$ cat src/rtl/pwm_peripheral.sv
// pwm_peripheral
//   Turns the SPI-written control registers into 16 output pins. Each pin is
//   forced low, driven high, or driven with one shared 8-bit PWM waveform.
//   The requested duty cycle is shadowed and only takes effect at a period
//   boundary, so a register write can never produce a runt pulse.
//
// Ports
//   clk              system clock (same domain as the SPI register file)
//   rst              synchronous, active-high reset
//   en_reg_out_7_0   output enable, pins 7..0
//   en_reg_out_15_8  output enable, pins 15..8
//   en_reg_pwm_7_0   PWM mode select, pins 7..0
//   en_reg_pwm_15_8  PWM mode select, pins 15..8
//   pwm_duty_cycle   requested duty cycle, 0x00..0xFF
//   pwm_out          registered output pins, bit i = pin i
//   period_start     one-clk pulse while the first count (0x00) of a period is live
module pwm_peripheral #(
   parameter int PRESCALE = 12,
   parameter int NUM_PINS = 16
) (
   input  logic                clk,
   input  logic                rst,
   input  logic [7:0]          en_reg_out_7_0,
   input  logic [7:0]          en_reg_out_15_8,
   input  logic [7:0]          en_reg_pwm_7_0,
   input  logic [7:0]          en_reg_pwm_15_8,
   input  logic [7:0]          pwm_duty_cycle,
   output logic [NUM_PINS-1:0] pwm_out,
   output logic                period_start
);

   // A one-bit counter is kept even for PRESCALE=1; it then sits at 0 and
   // tick is asserted every cycle.
   localparam int              PS_W   = (PRESCALE > 1) ? $clog2(PRESCALE) : 1;
   localparam logic [PS_W-1:0] PS_MAX = PS_W'(PRESCALE - 1);

   logic [PS_W-1:0]     prescale_cnt;
   logic [7:0]          pwm_cnt;
   logic [7:0]          duty_active;
   logic                tick;
   logic                wrap;
   logic                pwm_lvl;
   logic [NUM_PINS-1:0] en_out;
   logic [NUM_PINS-1:0] en_pwm;
   logic [NUM_PINS-1:0] pin_sel;

   assign en_out = {en_reg_out_15_8, en_reg_out_7_0};
   assign en_pwm = {en_reg_pwm_15_8, en_reg_pwm_7_0};

   assign tick = (prescale_cnt == PS_MAX);
   // The edge on which pwm_cnt rolls 0xFF -> 0x00; the shadow loads here.
   assign wrap = tick && (pwm_cnt == 8'hFF);

   // 0xFF is a true always-high, not 255/256.
   assign pwm_lvl = (duty_active == 8'hFF) ? 1'b1 : (pwm_cnt < duty_active);

   generate
      for (genvar i = 0; i < NUM_PINS; i++) begin : g_pin
         assign pin_sel[i] = en_out[i] & (en_pwm[i] ? pwm_lvl : 1'b1);
      end
   endgenerate

   always_ff @(posedge clk) begin
      if (rst) begin
         prescale_cnt <= '0;
         pwm_cnt      <= 8'h00;
         duty_active  <= 8'h00;
         pwm_out      <= '0;
         period_start <= 1'b0;
      end else begin
         prescale_cnt <= tick ? '0 : prescale_cnt + 1'b1;
         if (tick)
            pwm_cnt <= pwm_cnt + 8'd1;
         if (wrap)
            duty_active <= pwm_duty_cycle;
         period_start <= wrap;
         // Not gated by tick: enable changes show up one clk later.
         pwm_out      <= pin_sel;
      end
   end

endmodule

$ cat config.mk
export PLATFORM = sky130hd
export DESIGN_NAME = pwm_peripheral
export DESIGN_NICKNAME = d
export VERILOG_FILES = /design/src/rtl/pwm_peripheral.sv
export SDC_FILE = /design/constraint.sdc
export NUM_CORES = 1
export LEC_CHECK = 0
export ABC_AREA = 1
export BUFFER_PORTS_ARGS = -buffer_cell sky130_fd_sc_hd__buf_2
export CORE_ASPECT_RATIO = 2
export CORE_MARGIN = 2
export CORE_UTILIZATION = 35
export CTS_BUF_LIST = sky130_fd_sc_hd__clkbuf_16
export DETAILED_ROUTE_END_ITERATION = 10
export PLACE_DENSITY_LB_ADDON = 0.12
export SYNTH_ARGS = -nofsm -noshare
export SYNTH_HDL_FRONTEND = slang
export SYNTH_SLANG_ARGS = --single-unit
$ cat constraint.sdc
create_clock -name clk -period 4.7 [get_ports clk]
set_clock_uncertainty 0.15 [all_clocks]
set_input_delay 0.235 -clock clk [delete_from_list [all_inputs] [get_ports clk]]
set_output_delay 0.235 -clock clk [all_outputs]
set_load 0.05 [all_outputs]
==> metrics.yaml <==
route:
  viasPerCell: 4.413
  first_pass_iters: 4
  wl_mm: 3.932
  drtIter0Drc: 19
  ant_nets: 0
  wl_per_cell_um: 10.89
  vias: 1593
  route.detailed.drc: 0
die:
  core_area_um2: 5092
  die-height_um: 106.4
  ios: 59
  start_util: 0.3604
  die-area_um2: 5875
  rows: 37
  die_w_um: 55.21
global_routing:
  grt_pass1_wl_mm: 6.762
  track_usage: 0.1479
  grt_start_max_net_pins: 29
  grt-ovfl-total: 0
  grt_pass1_vias: 1591
  antenna_found_initial: 0
cts:
  hold_buffers: 0
  cts_max_level: 2
  cts_root_buffer: "clkbuf_16"
  cts.sinks: 37
  cts_tree: "yes"
  clock_latency_ns: 0.28
  clock_path_buffers: 2
  numCtsBuffers: 5
  post_cts_buffers: 0
  cts.repair.resized: 0
  clkSlewWorstSetupHoldPaths_ns: 0.06
power_and_ir_drop:
  powerDensity_nw_per_um2: 311.5
  p_leak_nw: 1.274
  vdd_drop_max_uv: 276.9
placed_design:
  port-buffer-count: 58
  place_congestion: 0.7205
  place_hpwl_mm: 3.108
  dp_slack_ns: 3.012
setup_path:
  path_class: "flip-flop to flip-flop"
  reg2reg_from: "duty_active[5]"
  endpoint_kind: "flip-flop"
  path_cells: "inv_1, ha_1, a21oi_1, nor2_1, nor3_2, nand2_4, nand3_1, nand2_1, inv_1"
  r2r_slack_ns: 3.01
  critical_path.endpoint: "pwm_out[0]"
  r2r_cells: 9
  worst_path_max_delay_cell: "dfxtp_1"
  crit_arrival_ns: 1.76
  required_ns: 4.78
  cp_max_fo: 16
  worstSetupStartpoint: "duty_active[5]"
  startpoint_type: "flip-flop"
  cpMostUsedCell: "inv_1"
  rr_endpoint: "pwm_out[0]"
  critPathMaxStageDelay_ns: 0.36
synthesis:
  synth_seq_cells: 37
  synth_edf_count: 0
  ys_types: 30
  syn_area_per_cell_um2: 7.585
  syn_nets: 293
  seq_area_frac_synth: 0.4035
  ys_warn_count: 0
  syn_inst: 242
  ys_async_sr_fraction: 0
  synth_flop_cell: "dfxtp_1"
  syn_area_um2: 1836
timing:
  layout_worst_path_cycle_share: 0.3593
  drv_slew: 0
  finalSetupViolations: 0
  whs_ns: 0.04800
  slew_headroom: 0.6271
  max_freq_ghz: 0.5921
  setup-tns-final_ns: 0
  period_minus_slack_ns: 1.689
  hold_violations: 0
  rsz0062_at_grt: "false"
  worstMarginPinSlew_ns: 0.5594
  fin_ws_ns: 3.011
hold_path:
  hold_class: "input pin to flip-flop"
final_layout:
  multi_input_area_um2: 847.1
  seqCellArea_um2: 740.7
  nets: 353
  synthToLayoutAreaGrowth_pct: 25.43
  n_fill_cell: 565
  fin_util: 0.4521
  num_antenna_cells: 0
  layout-drive-gt1-share: 0.3366
outcome:
  status: "complete, no violations"
flow_run:
  maxCapViolations: 0
-- through the flow --
step / instances / cell area, um2 / power (mW)
2_1_floorplan: 242 / 1836 / 0.3733
3_3_place_gp: 353 / 2160 / 0.3995
3_5_place_dp: 353 / 2160 / 0.4000
4_1_cts: 361 / 2302 / 0.7298
5_1_grt: 361 / 2302 / 0.7465
6_report: 361 / 2302 / 0.7172
-- cell usage in the layout (no fill, tap or decap), types with 2 or more instances in the layout --
| cell | n |
|---|---|
| inv_2 | 8 |
| nand3_2 | 12 |
| nor3_2 | 3 |
| nand2_2 | 3 |
| buf_2 | 58 |
| dfxtp_1 | 37 |
| o21ai_0 | 2 |
| ha_1 | 9 |
| nand2_1 | 53 |
| nor3_4 | 2 |
| inv_1 | 44 |
| a21oi_1 | 16 |
| nor2_1 | 27 |
| nand3_1 | 8 |
| clkinv_2 | 3 |
| nand3_4 | 2 |
| clkbuf_16 | 5 |
-- logic make-up (layout without fill, tap and decap cells) --
logic type / Yosys count / count (layout) / synth area share
AO/OA/AOI/OAI: 20 / 20 / 0.05590
XOR/XNOR: 1 / 1 / 0.004773
adder cells (fa/ha/maj): 9 / 9 / 0.06135
buffers and inverters: 59 / 120 / 0.1350
flip-flops: 37 / 37 / 0.4035
AND/OR/NAND/NOR: 116 / 116 / 0.3395
-- worst min path at each step --
stage | from | endpoint | slack (ns) | cells past startpoint
final | pwm_duty_cycle[0] | duty_active[0] | 0.05 | 3
after global routing | pwm_duty_cycle[6] | duty_active[6] | 0.05 | 3
after CTS | pwm_duty_cycle[7] | duty_active[7] | 0.04 | 3
after detailed placement | prescale_cnt[0] | prescale_cnt[0] | 0.30 | 1
after global placement | prescale_cnt[0] | prescale_cnt[0] | 0.29 | 1
after floorplan | pwm_duty_cycle[0] | duty_active[0] | 0.23 | 2
-- final cells by class --
| type | instances | share of cell area |
|---|---|---|
| Clock buffer | 5 | 0.05435 |
| Clock inverter | 3 | 0.007609 |
| Inverter | 54 | 0.09076 |
| Multi-Input combinational cell | 146 | 0.3679 |
| Sequential cell | 37 | 0.3217 |
| Tap cell | 58 | 0.03152 |
| Timing Repair Buffer | 58 | 0.1261 |
-- flip-flops by register name (all words and copies together) (netlist names) --
signal        cells
pwm_out          16
pwm_cnt           8
period_start      1
prescale_cnt      4
duty_active       8
-- critical path, delay by kind of cell, from the launching register on --
family / cells / cell delay (ns)
and+or+nand+nor: 5 / 0.59
DFF: 1 / 0.36
adders and majority gates: 1 / 0.28
AOI/OAI and AO/OA: 1 / 0.15
buffers and inverters: 2 / 0.09
-- metal layers --
metal	share of wire	GRT usage
met2	0.56	0.2849
met1	0.36	0.1371
met5	0	0
met3	0.051	0.03650
met4	0.025	0.07840
-- Yosys cell counts, types with 3 or more instances --
master	count	share of area
nand2_2	3	0.010
nor2_1	27	0.055
ha_1	9	0.061
nor3_2	3	0.016
nand3_1	8	0.022
dfxtp_1	37	0.40
nand2_1	53	0.11
inv_1	44	0.090
a21oi_1	16	0.044
nand3_2	12	0.065
inv_2	8	0.016
-- power by group --
part           switching (mW)  leakage [nW]  internal, mW  total, mW
logic                  0.0426         0.903        0.0255     0.0681
registers             0.00261         0.301         0.321      0.324
clock network           0.131        0.0696         0.194      0.325
Power figures use the tool's default switching activity.
